===== config.mk =====
export PLATFORM = sky130hd
export DESIGN_NAME = systolic_conv_ctrl_flat
export DESIGN_NICKNAME = d
export VERILOG_FILES = /design/src/rtl/systolic_conv_ctrl_if.sv /design/src/rtl/systolic_conv_ctrl.sv /design/src/flat_wrapper.sv
export SDC_FILE = /design/constraint.sdc
export NUM_CORES = 1
export LEC_CHECK = 0
export BUFFER_PORTS_ARGS = -buffer_cell sky130_fd_sc_hd__buf_2
export CORE_MARGIN = 2
export CORE_UTILIZATION = 45
export CTS_CLUSTER_SIZE = 30
export DETAILED_ROUTE_END_ITERATION = 8
export PLACE_DENSITY = 0.62
export SYNTH_ARGS = -nofsm -noshare
export SYNTH_HDL_FRONTEND = slang
export SYNTH_SLANG_ARGS = --single-unit

===== constraint.sdc =====
create_clock -name clk -period 7.7 [get_ports clk]
set_input_delay 0.385 -clock clk [delete_from_list [all_inputs] [get_ports clk]]
set_output_delay 0.385 -clock clk [all_outputs]
set_load 0.01 [all_outputs]

===== src/rtl/systolic_conv_ctrl_if.sv =====
// Signal bundle between systolic_conv_ctrl (slave) and the host plus 2x2 PE array (master).
interface systolic_conv_ctrl_if;
    logic       ld_en;
    logic       ld_sel;
    logic [3:0] ld_addr;
    logic [7:0] ld_data;
    logic       start;
    logic       busy;
    logic       done;
    logic       pe_clr;
    logic [3:0] pe_en;
    logic [7:0] pe_x0, pe_x1, pe_x2, pe_x3;
    logic [7:0] pe_w0, pe_w1, pe_w2, pe_w3;
    logic [7:0] res00, res01, res10, res11;
    logic [7:0] out00, out01, out10, out11;
    logic       out_valid;

    modport slave (
        input  ld_en, ld_sel, ld_addr, ld_data, start,
        input  res00, res01, res10, res11,
        output busy, done, pe_clr, pe_en,
        output pe_x0, pe_x1, pe_x2, pe_x3,
        output pe_w0, pe_w1, pe_w2, pe_w3,
        output out00, out01, out10, out11, out_valid
    );

    modport master (
        output ld_en, ld_sel, ld_addr, ld_data, start,
        output res00, res01, res10, res11,
        input  busy, done, pe_clr, pe_en,
        input  pe_x0, pe_x1, pe_x2, pe_x3,
        input  pe_w0, pe_w1, pe_w2, pe_w3,
        input  out00, out01, out10, out11, out_valid
    );
endinterface


===== src/rtl/systolic_conv_ctrl.sv =====
// Controller feeding a 2x2 output-stationary systolic array for a 3x3 conv over a 4x4 image.
// Optional: define SYSTOLIC_CTRL_RELU_EN to clamp negative (bit7=1) results to 0 at capture.
module systolic_conv_ctrl #(
    parameter int PE_LAT = 1
) (
    input  logic                 clk,
    input  logic                 rst,
    systolic_conv_ctrl_if.slave  bus
);
    typedef enum logic [2:0] {IDLE, CLEAR, FEED, DRAIN, CAPTURE} state_t;

    localparam logic [3:0] FEED_LAST  = 4'd10;
    localparam logic [3:0] DRAIN_LAST = 4'(PE_LAT - 1);

    state_t     state, state_next;
    logic [3:0] t, t_next;
    logic [7:0] img  [16];
    logic [7:0] filt [9];
    logic [3:0] pe_en;
    logic [7:0] pe_x [4];
    logic [7:0] pe_w [4];
    logic [3:0] skew;
    logic [3:0] k;

    // Image index for PE(r,c) at filter tap k: row r+k/3, column c+k%3.
    function automatic logic [3:0] img_index(input logic r, input logic c, input logic [3:0] kk);
        logic [1:0] kr, kc;
        kr = (kk >= 4'd6) ? 2'd2 : (kk >= 4'd3) ? 2'd1 : 2'd0;
        kc = 2'(kk - 4'(kr) * 4'd3);
        return {2'({1'b0, r} + kr), 2'({1'b0, c} + kc)};
    endfunction

    function automatic logic [7:0] shape(input logic [7:0] v);
`ifdef SYSTOLIC_CTRL_RELU_EN
        return v[7] ? 8'd0 : v;
`else
        return v;
`endif
    endfunction

    // NOTE: sequential state uses non-blocking assignments so every register samples pre-edge values.
    always_ff @(posedge clk or posedge rst) begin
        if (rst) begin
            state <= IDLE;
            t     <= '0;
        end else begin
            state <= state_next;
            t     <= t_next;
        end
    end

    // NOTE: every output of a combinational block gets a default first, otherwise a latch is inferred.
    always_comb begin
        state_next = state;
        t_next     = t;
        unique case (state)
            IDLE: begin
                if (bus.start) begin
                    state_next = CLEAR;
                    t_next     = '0;
                end
            end
            CLEAR: state_next = FEED;
            FEED: begin
                if (t == FEED_LAST) begin
                    state_next = DRAIN;
                    t_next     = '0;
                end else begin
                    t_next = t + 4'd1;
                end
            end
            DRAIN: begin
                if (t == DRAIN_LAST) begin
                    state_next = CAPTURE;
                    t_next     = '0;
                end else begin
                    t_next = t + 4'd1;
                end
            end
            CAPTURE: state_next = IDLE;
            default: state_next = IDLE;
        endcase
    end

    // NOTE: operand memories are reset explicitly, so they are built from flops rather than RAM macros.
    always_ff @(posedge clk or posedge rst) begin
        if (rst) begin
            for (int i = 0; i < 16; i++) img[i] <= '0;
            for (int i = 0; i < 9; i++)  filt[i] <= '0;
        end else if (state == IDLE && bus.ld_en) begin
            if (!bus.ld_sel) begin
                img[bus.ld_addr] <= bus.ld_data;
            end else if (bus.ld_addr <= 4'd8) begin
                filt[bus.ld_addr] <= bus.ld_data;
            end
        end
    end

    // PE p=2r+c lags by r+c cycles so neighbouring PEs see the wavefront one step apart.
    always_comb begin
        pe_en = '0;
        skew  = '0;
        k     = '0;
        for (int p = 0; p < 4; p++) begin
            pe_x[p] = '0;
            pe_w[p] = '0;
            skew    = {3'b000, p[1]} + {3'b000, p[0]};
            k       = t - skew;
            if (state == FEED && t >= skew && k <= 4'd8) begin
                pe_en[p] = 1'b1;
                pe_x[p]  = img[img_index(p[1], p[0], k)];
                pe_w[p]  = filt[k];
            end
        end
    end

    assign bus.busy   = (state != IDLE);
    assign bus.pe_clr = (state == CLEAR);
    assign bus.pe_en  = pe_en;
    assign bus.pe_x0  = pe_x[0];
    assign bus.pe_x1  = pe_x[1];
    assign bus.pe_x2  = pe_x[2];
    assign bus.pe_x3  = pe_x[3];
    assign bus.pe_w0  = pe_w[0];
    assign bus.pe_w1  = pe_w[1];
    assign bus.pe_w2  = pe_w[2];
    assign bus.pe_w3  = pe_w[3];

    always_ff @(posedge clk or posedge rst) begin
        if (rst) begin
            bus.done      <= 1'b0;
            bus.out_valid <= 1'b0;
            bus.out00     <= '0;
            bus.out01     <= '0;
            bus.out10     <= '0;
            bus.out11     <= '0;
        end else begin
            bus.done <= (state == CAPTURE);
            if (state == CAPTURE) begin
                bus.out_valid <= 1'b1;
                bus.out00     <= shape(bus.res00);
                bus.out01     <= shape(bus.res01);
                bus.out10     <= shape(bus.res10);
                bus.out11     <= shape(bus.res11);
            end else if (state == IDLE && bus.start) begin
                bus.out_valid <= 1'b0;
            end
        end
    end
endmodule


===== src/flat_wrapper.sv =====
// flat-port wrapper written by rule: the top's interface ports become plain ports
module systolic_conv_ctrl_flat 
#(
    parameter int PE_LAT = 1
)
  (clk, rst, bus_ld_en, bus_ld_sel, bus_ld_addr, bus_ld_data, bus_start, bus_res00, bus_res01, bus_res10, bus_res11, bus_busy, bus_done, bus_pe_clr, bus_pe_en, bus_pe_x0, bus_pe_x1, bus_pe_x2, bus_pe_x3, bus_pe_w0, bus_pe_w1, bus_pe_w2, bus_pe_w3, bus_out00, bus_out01, bus_out10, bus_out11, bus_out_valid);
  systolic_conv_ctrl_if bus_i ();
  input  logic clk;
  input  logic rst;
  input wire logic [$bits(bus_i.ld_en)-1:0] bus_ld_en;
  input wire logic [$bits(bus_i.ld_sel)-1:0] bus_ld_sel;
  input wire logic [$bits(bus_i.ld_addr)-1:0] bus_ld_addr;
  input wire logic [$bits(bus_i.ld_data)-1:0] bus_ld_data;
  input wire logic [$bits(bus_i.start)-1:0] bus_start;
  input wire logic [$bits(bus_i.res00)-1:0] bus_res00;
  input wire logic [$bits(bus_i.res01)-1:0] bus_res01;
  input wire logic [$bits(bus_i.res10)-1:0] bus_res10;
  input wire logic [$bits(bus_i.res11)-1:0] bus_res11;
  output wire logic [$bits(bus_i.busy)-1:0] bus_busy;
  output wire logic [$bits(bus_i.done)-1:0] bus_done;
  output wire logic [$bits(bus_i.pe_clr)-1:0] bus_pe_clr;
  output wire logic [$bits(bus_i.pe_en)-1:0] bus_pe_en;
  output wire logic [$bits(bus_i.pe_x0)-1:0] bus_pe_x0;
  output wire logic [$bits(bus_i.pe_x1)-1:0] bus_pe_x1;
  output wire logic [$bits(bus_i.pe_x2)-1:0] bus_pe_x2;
  output wire logic [$bits(bus_i.pe_x3)-1:0] bus_pe_x3;
  output wire logic [$bits(bus_i.pe_w0)-1:0] bus_pe_w0;
  output wire logic [$bits(bus_i.pe_w1)-1:0] bus_pe_w1;
  output wire logic [$bits(bus_i.pe_w2)-1:0] bus_pe_w2;
  output wire logic [$bits(bus_i.pe_w3)-1:0] bus_pe_w3;
  output wire logic [$bits(bus_i.out00)-1:0] bus_out00;
  output wire logic [$bits(bus_i.out01)-1:0] bus_out01;
  output wire logic [$bits(bus_i.out10)-1:0] bus_out10;
  output wire logic [$bits(bus_i.out11)-1:0] bus_out11;
  output wire logic [$bits(bus_i.out_valid)-1:0] bus_out_valid;
  assign bus_i.ld_en = bus_ld_en;
  assign bus_i.ld_sel = bus_ld_sel;
  assign bus_i.ld_addr = bus_ld_addr;
  assign bus_i.ld_data = bus_ld_data;
  assign bus_i.start = bus_start;
  assign bus_i.res00 = bus_res00;
  assign bus_i.res01 = bus_res01;
  assign bus_i.res10 = bus_res10;
  assign bus_i.res11 = bus_res11;
  assign bus_busy = bus_i.busy;
  assign bus_done = bus_i.done;
  assign bus_pe_clr = bus_i.pe_clr;
  assign bus_pe_en = bus_i.pe_en;
  assign bus_pe_x0 = bus_i.pe_x0;
  assign bus_pe_x1 = bus_i.pe_x1;
  assign bus_pe_x2 = bus_i.pe_x2;
  assign bus_pe_x3 = bus_i.pe_x3;
  assign bus_pe_w0 = bus_i.pe_w0;
  assign bus_pe_w1 = bus_i.pe_w1;
  assign bus_pe_w2 = bus_i.pe_w2;
  assign bus_pe_w3 = bus_i.pe_w3;
  assign bus_out00 = bus_i.out00;
  assign bus_out01 = bus_i.out01;
  assign bus_out10 = bus_i.out10;
  assign bus_out11 = bus_i.out11;
  assign bus_out_valid = bus_i.out_valid;
  systolic_conv_ctrl #(.PE_LAT(PE_LAT)) u_core (.clk(clk), .rst(rst), .bus(bus_i));
endmodule

==> flow_metrics.tcl, run 1 <==
set metrics [dict create \
    status "finished with violations" \
    violations "capacitance limit" \
    synth_edf_count 0 \
    drt_iter0_drc 1254 \
    synthArstFlopShare 1.00 \
    antenna_cells 0 \
    critPathArrivalTime_ps 6850 \
    fin_skew_ps 25.6 \
    synthFlopType "dfrtp_1" \
    wl_per_cell_um 26.5 \
    dpl.cell_count 1793 \
    grt_pass1_wl_um 75100 \
    drive_above_1_share 0.427 \
    seq_area_um2 6040 \
    num_rows 66 \
    syn_avg_cell_area_um2 11.8 \
    cp_max_fo 77 \
    grt_pass1_vias 11800 \
    synth.largest_area_cell "dfrtp_1" \
    fin_crit_sh 0.940 \
    rsz0062_at_grt "no" \
    end_kind "output pin" \
    initial_core_util 0.460 \
    ios 153 \
    grt-ovfl-total 0 \
    pre_cts_slack_ps 1240 \
    avgViaCountPerCell 6.38 \
    dp.final_hpwl_um 33800 \
    vdd_drop_max_mv 0.374 \
    drv_slew 0 \
    ys_ff_latch 241 \
    synth_cell_types 71 \
    cts_tree "built" \
    cp-start-kind "register" \
    synth_most_common_cell "mux2_2" \
    synth_nets 1338 \
    gp_congestion 0.997 \
    worstMarginPinSlew_ps 1420 \
    maxCapViolCount 1 \
    netlist_area_um2 15000 \
    path_clk_slew_ps 60 \
    slew-limit-headroom 0.0296 \
    synth_common_cells "mux2_2 (261), dfrtp_1 (241), nand2_1 (83)" \
    root_buffer "clkbuf_16" \
    multiInputGateArea_um2 8530 \
    clock_latency_ps 580 \
    required_ps 7320 \
    num_vias 11800 \
    die_x_um 187 \
    drt-total-wl_um 48800 \
    seq_area_frac_synth 0.401 \
    hold_viol 0 \
    drtAntennaViolNets 0 \
    fin_tns_setup_ps 0 \
    cts.sink_count 241 \
    setup_viol_count_final 0 \
    ys_warn_count 0 \
    max_freq_mhz 138 \
    synth_top_area_share 0.401 \
    firstDrtPassIters 6 \
    port_buffers 152 \
    p_per_area_nw_per_um2 497 \
    areaGrowthSynthToFinish_pct 13.6 \
    instances_no_fill 1843 \
    postCtsSetupBuffers 0 \
    die_area_um2 34900 \
    drc 0 \
    htreeDepth 1 \
    nets 1446 \
    syn_inst 1274 \
    cts_made_buffers 28 \
    ys_top_cells_by_area "dfrtp_1 (40%), mux2_2 (20%), mux4_2 (12%)" \
    power.leakage_nw 7.81 \
    fin_ws_ps 465 \
    track_usage 0.279 \
    antenna_found_initial 0 \
    path_class "reg2out" \
    grt_start_max_net_pins 110 \
    fin_crit_ps 7230 \
    die_h_um 187 \
    nFillCells 2939 \
    min_path_type "in2reg" \
    ctsLongestPathBuffers 3 \
    core_um2 32700 \
    p_total_mw 8.49 \
]
flip-flops by register name (all words and copies together), names as in the netlist:
name and count:
u_core.img 128, u_core.filt 72, u_core.bus.out00 8, u_core.bus.out01 8
u_core.bus.out10 8, u_core.bus.out11 8, u_core.t 4, u_core.state 3
u_core.bus.done 1, u_core.bus.out_valid 1
what timing repair did:
action,in CTS,in global routing
endpoints found under the hold margin,37,0
hold buffers,1,0
resized for setup,0,0
final cells by class:
class	instances	area share
tap	442	0.0324
clock buffer	34	0.0435
sequential	241	0.353
inverter	19	0.00461
clock inverter	15	0.0107
multi-input combinational	913	0.499
timing repair buffer	179	0.0565
layout by cell type, fill, tap and decap left out, types with 9 or more instances in the layout:
cell       count
mux2_2       261
dfrtp_1      239
buf_2        152
nand2_1       83
mux4_2        80
nor2_1        77
mux2i_1       61
o21ai_0       30
a21oi_1       29
clkbuf_16     28
nor3_1        27
buf_4         26
nand3_1       22
a22oi_1       20
a31oi_1       16
inv_1         14
a221oi_1      14
ha_1          14
a211oi_1      13
nor2b_1       10
o221ai_1       9
o22ai_1        9
cells by family (layout without fill, tap and decap cells):
kind of cell / count (synthesis) / in the layout / synth area share
mux: 405 / 405 / 0.361
simple gates: 274 / 274 / 0.0863
flops: 241 / 241 / 0.401
compound gates: 207 / 207 / 0.0975
buf+inv: 120 / 247 / 0.0349
fa+ha+maj: 15 / 15 / 0.0125
xor+xnor: 12 / 12 / 0.00699
where the power goes:
| part | total (mW) | internal (mW) | switching [mW] |
|---|---|---|---|
| logic | 5.31 | 2.03 | 3.28 |
| clock network | 1.34 | 0.787 | 0.554 |
| registers | 1.84 | 1.50 | 0.332 |
| total | 8.49 | 4.32 | 4.17 |
final timing paths:
| kind | depth (start not counted) | start | slack, ps | end |
|---|---|---|---|---|
| min reg2reg | 1 | u_core.bus.out_valid$_DFFE_PP0P_ | 480 | u_core.bus.out_valid$_DFFE_PP0P_ |
| min | 2 | bus_res01[0] | 30 | u_core.bus.out01[0]$_DFFE_PP0P_ |
| min in group asynchronous | 3 | rst | 480 | u_core.bus.out11[6]$_DFFE_PP0P_ |
| max in group asynchronous | 4 | rst | 5640 | u_core.img[14]$_DFFE_PP0P_ |
| max reg2reg | 8 | u_core.t[0]$_DFFE_PP0P_ | 4500 | u_core.t[3]$_DFFE_PP0P_ |
| max | 16 | u_core.t[0]$_DFFE_PP0P_ | 470 | bus_pe_x2[2] |
worst max-delay path: stages, from the launching register on:
cell and delay, ps:
dfrtp_4 1130, inv_1 410, ha_1 370, xor2_1 150
buf_4 260, nand2_1 260, nand3_1 240, inv_1 440
ha_2 360, xnor2_2 130, buf_4 370, a21oi_1 150
nand2_1 460, nand2_1 560, mux4_2 610, a21o_1 210
buf_2 140
layer usage:
layer,track usage,vias up,share of wire
met5,0,-,0
met1,0.398,6041,0.43
met4,0.0962,0,0.035
met3,0.0649,101,0.088
met2,0.420,564,0.45
li1,-,5059,-
metrics by stage:
step                hold slack, ps  area, um^2  utilization
floorplan                      488       15000            -
global placement               460       16200        0.494
detailed placement             467       16200        0.494
CTS                           18.4       17100        0.523
global route                  30.7       17100        0.523
finish                        32.5       17100        0.523
No activity file was read; power rests on OpenSTA's default activity.
==> inputs of run 2 (changes only) <==
Settings changed: HOLD_SLACK_MARGIN set to 0.08.
==> run 2 against run 1 <==
Against the previous run:
- register-to-register slack hardly changed
- first-iteration DRC count decreased by 1.3%
- the run now ends clean
- clock skew rose by 1.5 ps
- cell count up 1.7%
- via count rose by 1.2%
- count of clock-buffer cells in the layout unchanged
- sequential share of layout area decreased by 0.65 points
- core utilization increased by 0.98 points
- sequential power is essentially flat
- setup slack got worse by 18 ps
- wire length up 1.4%
==> flow_metrics.tcl, run 2 (same netlist as run 1, synthesis figures left out) <==
set metrics [dict create \
    status "finished, final reports clean" \
    wl_per_cell_um 26.4 \
    end_kind "output pin" \
    grtUsageMet1 0.401 \
    nets 1478 \
    drc 0 \
    mostFrequentLayoutCell "mux2_2" \
    cts_resized 0 \
    grt_pass1_wl_um 75900 \
    ctsLongestPathBuffers 3 \
    root_buffer "clkbuf_16" \
    p_per_area_nw_per_um2 490 \
    grt_use_met2 0.426 \
    worstMarginPinSlew_ps 1390 \
    ios 153 \
    cts_tree "built" \
    cp_common_cell "nand2_1" \
    htreeDepth 1 \
    drtAntennaViolNets 0 \
    required_ps 7320 \
    drt-total-wl_um 49400 \
    hold_ws_ps 108 \
    maxCapViolCount 0 \
    critPathLaunch "u_core.t[0]$_DFFE_PP0P_" \
    grt_start_max_net_pins 110 \
    max_freq_mhz 138 \
    cp_top_family "buffers and inverters" \
    fin_crit_ps 7250 \
    track_usage 0.282 \
    fin_tns_setup_ps 0 \
    antenna_cells 0 \
    crit_path_cell_trace "inv_1 > ha_1 > xor2_1 > buf_4 > nand2_1 > nand3_1 > inv_1 > ha_2 > xnor2_2 > buf_4 > a21oi_1 > nand2_1 > nand2_1 > o2111ai_1 > a221oi_1 > buf_2" \
    crit_buf_inv 5 \
    fin_skew_ps 27.1 \
    cp_max_fo 77 \
    dp.final_hpwl_um 33800 \
    grt-ovfl-total 0 \
    critPathArrivalTime_ps 6870 \
    die_x_um 187 \
    cts.sink_count 241 \
    fin_crit_sh 0.942 \
    drive_above_1_share 0.417 \
    path_clk_slew_ps 60 \
    worstHoldStart "bus_start" \
    min_path_type "in2reg" \
    r2r_slack_ps 4500 \
    postCtsSetupBuffers 0 \
    path_class "reg2out" \
    r2r_start "u_core.t[0]$_DFFE_PP0P_" \
    vdd_drop_max_mv 0.372 \
    num_rows 66 \
    port_buffers 152 \
    setup_viol_count_final 0 \
    busiest_layer "met2" \
    firstDrtPassIters 7 \
    rsz0062_at_grt "no" \
    slew-limit-headroom 0.0498 \
    initial_core_util 0.460 \
    top_register "u_core.img" \
    areaGrowthSynthToFinish_pct 15.8 \
    hold_viol 0 \
    avgViaCountPerCell 6.35 \
    cp-start-kind "register" \
    largest_reg_flops 128 \
    use_met3 0.0649 \
    ctsHoldBuffers 33 \
    gp_congestion 0.997 \
    layout_common_cells "mux2_2 (261), dfrtp_1 (239), buf_2 (152)" \
    drt_iter0_drc 1238 \
    num_vias 11900 \
    cts_made_buffers 28 \
    antenna_found_initial 0 \
    drv_slew 0 \
    largestRegisters "u_core.img x128, u_core.filt x72" \
    crit_path_top_delay_cell "dfrtp_4" \
    clock_latency_ps 580 \
    grt_pass1_vias 12000 \
    critPathMaxStageDelay_ps 1130 \
    die_h_um 187 \
    power.leakage_nw 7.94 \
    core_um2 32700 \
    die_area_um2 34900 \
]
[run 2: worst min-delay path, stage by stage]
cell and delay (ps):
buf_2 110, nand2_1 50, a21o_1 100
[run 2: metrics by stage]
stage	cells	total power [mW]	cell area, um^2	setup WS [ps]	util
4_1_cts	1875	8.44	17400	618	0.533
3_3_place_gp	1793	7.02	16200	1390	0.494
6_report	1875	8.53	17400	447	0.533
2_1_floorplan	1274	5.47	15000	699	-
5_1_grt	1875	8.97	17400	141	0.533
3_5_place_dp	1793	7.05	16200	1240	0.494
[run 2: where the power goes]
group	total (mW)	internal, mW	switching [mW]
Combinational	5.34	2.04	3.30
Sequential	1.84	1.50	0.335
Clock	1.34	0.787	0.557
[run 2: final cells by class]
| cell class | instances | area, um^2 |
|---|---|---|
| Multi-Input combinational cell | 913 | 8530 |
| Tap cell | 442 | 553 |
| Timing Repair Buffer | 211 | 1290 |
| Clock inverter | 15 | 183 |
| Inverter | 19 | 78.8 |
| Clock buffer | 34 | 743 |
| Sequential cell | 241 | 6040 |
| Fill cell | 2902 | 15300 |
[run 2: per-layer routing]
layer	up-vias	routed length (um)
li1	5108	-
met3	97	4680
met2	613	22200
met5	-	0
met4	0	1660
met1	6094	20900
[run 2: final timing paths]
kind,endpoint,cells after the start
setup / recovery,bus_pe_x2[3],16
hold / removal,u_core.bus.out_valid$_DFFE_PP0P_,3
setup reg to reg,u_core.t[3]$_DFFE_PP0P_,8
hold reg to reg,u_core.bus.out_valid$_DFFE_PP0P_,1
max in group asynchronous,u_core.img[14]$_DFFE_PP0P_,4
min in group asynchronous,u_core.bus.out11[6]$_DFFE_PP0P_,3
